`config.mk`:
```
export PLATFORM = sky130hd
export DESIGN_NAME = multdiv_iter
export DESIGN_NICKNAME = d
export VERILOG_FILES = /design/src/rtl/multdiv_iter.sv
export SDC_FILE = /design/constraint.sdc
export NUM_CORES = 1
export LEC_CHECK = 0
export CORE_ASPECT_RATIO = 0.6
export CORE_MARGIN = 4
export CORE_UTILIZATION = 59
export CTS_CLUSTER_SIZE = 24
export DETAILED_ROUTE_END_ITERATION = 12
export GPL_ROUTABILITY_DRIVEN = 0
export MAX_ROUTING_LAYER = met4
export PLACE_DENSITY = 0.94
export SYNTH_ARGS = -nofsm -noshare
export SYNTH_HDL_FRONTEND = slang
export SYNTH_SLANG_ARGS = --single-unit
```
`constraint.sdc`:
```
create_clock -name clock -period 9.8 [get_ports clock]
set_input_delay 1.47 -clock clock [delete_from_list [all_inputs] [get_ports clock]]
set_output_delay 1.47 -clock clock [all_outputs]
set_load 0.02 [all_outputs]
```
`src/rtl/multdiv_iter.sv`:
```
// Iterative signed 32-bit Booth multiplier / restoring divider feeding an external ALU.
// Optional MULTDIV_EARLY_DIV0_EN: divide-by-zero completes without iterating.
module multdiv_iter #(
  parameter int WIDTH = 32
) (
  input  logic             clock,
  input  logic             reset,
  input  logic [WIDTH-1:0] data_operandA,
  input  logic [WIDTH-1:0] data_operandB,
  input  logic             ctrl_MULT,
  input  logic             ctrl_DIV,
  output logic [WIDTH-1:0] data_result,
  output logic             data_exception,
  output logic             data_resultRDY,
  output logic [WIDTH-1:0] alu_operandA,
  output logic [WIDTH-1:0] alu_operandB,
  output logic [4:0]       alu_opcode,
  input  logic [WIDTH-1:0] alu_result,
  input  logic             alu_overflow
);

  typedef enum logic [1:0] {
    IDLE,
    RUN,
    DONE
  } state_t;

  localparam int CW = $clog2(WIDTH);
  localparam logic [CW-1:0] LAST = CW'(WIDTH - 1);

  state_t           state;
  logic [CW-1:0]    counter;
  logic             is_mult;
  logic [WIDTH-1:0] hi;
  logic [WIDTH-1:0] lo;
  logic             q;
  logic [WIDTH-1:0] opb;
  logic [WIDTH-1:0] rem;
  logic             neg;
  logic             div0;
  logic             dovf;

  logic             start;
  logic             mult_run;
  logic [1:0]       booth;
  logic             sgn;
  logic [WIDTH:0]   rsh;
  logic             ge;
  logic [WIDTH-1:0] a_abs;
  logic [WIDTH-1:0] b_abs;
  logic [WIDTH-1:0] min_int;

  assign start    = ctrl_MULT | ctrl_DIV;
  assign mult_run = (state == RUN) && is_mult;
  assign booth    = {lo[0], q};
  assign min_int  = {1'b1, {(WIDTH-1){1'b0}}};

  assign alu_opcode   = (mult_run && booth == 2'b10) ? 5'b00001 : 5'b00000;
  assign alu_operandA = mult_run ? hi : '0;
  assign alu_operandB = (mult_run && (booth[1] ^ booth[0])) ? opb : '0;

  // True sign of the 33-bit partial sum, recovered from the ALU overflow flag
  assign sgn = alu_result[WIDTH-1] ^ alu_overflow;

  assign rsh = {rem, lo[WIDTH-1]};
  assign ge  = rsh >= {1'b0, opb};

  assign a_abs = data_operandA[WIDTH-1] ? -data_operandA : data_operandA;
  assign b_abs = data_operandB[WIDTH-1] ? -data_operandB : data_operandB;

  always_ff @(posedge clock or posedge reset) begin
    if (reset) begin
      state          <= IDLE;
      counter        <= '0;
      is_mult        <= 1'b0;
      hi             <= '0;
      lo             <= '0;
      q              <= 1'b0;
      opb            <= '0;
      rem            <= '0;
      neg            <= 1'b0;
      div0           <= 1'b0;
      dovf           <= 1'b0;
      data_result    <= '0;
      data_exception <= 1'b0;
      data_resultRDY <= 1'b0;
    end else begin
      data_resultRDY <= 1'b0;
      if (start) begin
        data_exception <= 1'b0;
        counter        <= '0;
        state          <= RUN;
        if (ctrl_MULT) begin
          is_mult <= 1'b1;
          hi      <= '0;
          lo      <= data_operandB;
          q       <= 1'b0;
          opb     <= data_operandA;
        end else begin
          is_mult <= 1'b0;
          rem     <= '0;
          lo      <= a_abs;
          opb     <= b_abs;
          neg     <= data_operandA[WIDTH-1] ^ data_operandB[WIDTH-1];
          div0    <= (data_operandB == '0);
          dovf    <= (data_operandA == min_int) && (&data_operandB);
`ifdef MULTDIV_EARLY_DIV0_EN
          if (data_operandB == '0) state <= DONE;
`endif
        end
      end else begin
        case (state)
          RUN: begin
            if (is_mult) begin
              hi <= {sgn, alu_result[WIDTH-1:1]};
              lo <= {alu_result[0], lo[WIDTH-1:1]};
              q  <= lo[0];
            end else begin
              rem <= ge ? rsh[WIDTH-1:0] - opb : rsh[WIDTH-1:0];
              lo  <= {lo[WIDTH-2:0], ge};
            end
            counter <= counter + 1'b1;
            if (counter == LAST) state <= DONE;
          end
          DONE: begin
            data_resultRDY <= 1'b1;
            state          <= IDLE;
            if (is_mult) begin
              data_result    <= lo;
              data_exception <= (hi != {WIDTH{lo[WIDTH-1]}});
            end else begin
              data_result    <= div0 ? '0 : (neg ? -lo : lo);
              data_exception <= div0 | dovf;
            end
          end
          default: state <= IDLE;
        endcase
      end
    end
  end

endmodule

```
==> results.toml <==
[synth]
synth.avg_cell_area_um2 = 8.251
yosys_register_bits = 174
synth_top_cell_by_area = "dfrtp_1"
synth-edff-count = 0
synth_warnings = 0
synth_common_cells = "nand2_1 (186), dfrtp_1 (174), o21ai_0 (119), nor2_1 (90), clkbuf_1 (87)"
syn-cell-area_um2 = 12090
seq_area_frac_synth_pct = 36.02
synth_cell_types = 66
syn_inst = 1465
async_flop_share_pct = 100.0
yosysTopAreaCellShare_pct = 36.02
synth_most_common_cell = "nand2_1"
synth-main-ff-cell = "dfrtp_1"
synth.top_cells.by_area = "dfrtp_1 (36%), nand2_1 (5.8%), xor2_1 (5.5%), o21ai_0 (4.9%), ha_1 (4.0%)"

[final_layout]
final_net_count = 1743
areaGrowthSynthToFinish_pct = 22.07
drive_above_1_share_pct = 4.585
instances_no_fill = 1889

[worst_hold_path]
hold_end = "data_result[22]"
hp-start = "data_result[22]"
hold_path.class = "reg2reg"
worstHoldPathCells = 2

[critical_path]
ff2ff_path_depth = 11
crit_path_max_fanout = 79
endpoint_kind = "output port"
reg2reg_from = "opb[10]"
arrival_ns = 3.64
crit_type = "reg2out"
crit_path_top_delay_cell = "nand2_1"
worstPathRequired_ns = 8.33
max_stage_delay_ns = 0.97
crit_chain = "buf_4 -> nand2_1 -> nor3_1 -> clkdlybuf4s50_1"
r2r-end = "rem[30]"
r2r_setup_slack_ns = 5.67
start_kind = "flip-flop"

[timing]
finalHoldViolCount = 0
drv_slew = 0
fin_skew_ns = 0.01534
fin_crit_sh_pct = 52.17
setup_viol = 0
fmax_mhz = 195.6
max_slew.worst_pin.slew_ns = 1.293
fin_crit_ns = 5.112
rsz0062_at_grt = "no"
setup_tns_ns = 0
max_slew_margin_pct = 13.80

[clock_tree]
post_cts_resized = 0
cts_sinks = 174
cts_tree = "built"
cts_setup_buffers = 0
insertion_delay_ns = 0.45
cts_max_level = 4
cts_buffers = 17
cts_hold_buf = 0
clockBufferDepth = 2
clockRootBuffer = "clkbuf_16"
cts.clk_slew.worst_paths_ns = 0.07

[run]
maxCapViolations = 0

[global_routing]
overflow = 0
grt_pass1_vias = 12079
grt_max_degree = 80
grt_pass1_wl_um = 66460
grtUsageTotal_pct = 37.56
grt_antenna_before_repair = 1

[placement]
placedCellCount = 1856
dp_hpwl_um = 29790
io_buffers = 199

[outcome]
status = "finished, final reports clean"

[route]
remaining_drc_errors = 0
routed_wirelength_um = 41910
firstDrtPassIters = 8
via_count = 12757
antenna_left = 0
routedWlPerCell_um = 22.19
avgViaCountPerCell = 6.753
drt-initial-drc-count = 2135

[floorplanning]
fp.dieW_um = 192.8
ios = 204
die_h_um = 118.9
dieArea_um2 = 22920
coreArea_um2 = 20070
start_util_pct = 60.23
row_count = 40

[power_and_ir_drop]
worst_ir_drop_vdd_v = 0.0001395
power_leakage_uw = 0.006408
p_per_area_nw_per_um2 = 134.2
[logic make-up (layout without fill, tap and decap cells)]
kind of cell | count (synthesis) | count (layout) | share of synthesized area (%)
AOI/OAI and AO/OA | 451 | 451 | 23.91
other | 1 | 6 | 0.03102
xor gates and xnor gates | 117 | 117 | 8.477
and+or+nand+nor | 488 | 488 | 19.33
adders and majority gates | 40 | 40 | 4.202
DFF | 174 | 174 | 36.02
muxes | 35 | 35 | 2.919
buffers and inverters | 159 | 305 | 5.113
[cells in the final DEF (no fill, tap or decap), types with 43 or more instances in the layout]
cell / netlist / layout
a21oi_1: 85 / 85
a22o_1: 43 / 43
clkdlybuf4s50_1: 0 / 197
dfrtp_1: 174 / 173
inv_1: 59 / 58
nand2_1: 186 / 186
nor2_1: 90 / 89
nor3_1: 55 / 54
o21ai_0: 119 / 118
o21ai_1: 62 / 63
xor2_1: 76 / 76
[through the flow]
step / hold WS, ns / area (um2) / setup WS [ns] / utilization (%) / power [uW]
after CTS: 0.4890 / 14750 / 4.754 / 73.49 / 1958
final: 0.4900 / 14760 / 4.688 / 73.52 / 1980
after floorplan: 0.4447 / 12100 / 3.613 / - / 1082
after global routing: 0.5196 / 14750 / 4.510 / 73.51 / 2049
after detailed placement: 0.4738 / 14160 / 4.719 / 70.58 / 1267
after global placement: 0.4646 / 14160 / 4.875 / 70.58 / 1250
[registers in the layout, summed over array words and instances (netlist names), 2 cells and up]
signal,count
lo,32
data_result,32
rem,32
opb,32
state,2
hi,32
counter,5
[report_power, final]
part | switching, uW | total, uW | internal, uW
Combinational | 283 | 471 | 188
Clock | 324 | 703 | 379
Sequential | 51.1 | 806 | 755
[area by class of cell]
cell class | count | area, um2
multi-input cells | 1135 | 7146
clock inverters | 14 | 157.7
repair buffers | 214 | 2095
clock buffers | 17 | 425.4
inverters | 60 | 230.2
well taps | 273 | 341.6
diodes | 2 | 5.005
fillers | 1378 | 5314
flip-flops and latches | 174 | 4355
[worst max path at each step]
stage | endpoint | startpoint | cells after the start | slack, ns
after floorplan | counter[0] | reset | 1 | 3.61
after global placement | data_result[8] | ctrl_MULT | 8 | 4.87
after detailed placement | data_result[23] | ctrl_MULT | 8 | 4.72
after CTS | alu_operandB[29] | is_mult | 4 | 4.75
after global routing | alu_operandB[29] | is_mult | 4 | 4.51
final | alu_operandB[29] | is_mult | 4 | 4.69
[routing by layer]
metal  up-vias  global-route usage [%]  share of wire (%)
met4         0                   13.49                4.4
li1       5535                       -                  -
met2      1050                   51.62                 41
met1      5958                   52.22                 39
met5         -                       -                  0
met3       214                   11.98                 15
[worst max-delay path, delay by kind of cell (launching register included)]
family	cells	cell delay, ns
buf+inv	2	1.37
simple gates	2	1.47
flops	1	0.34
Power figures use the tool's default switching activity.
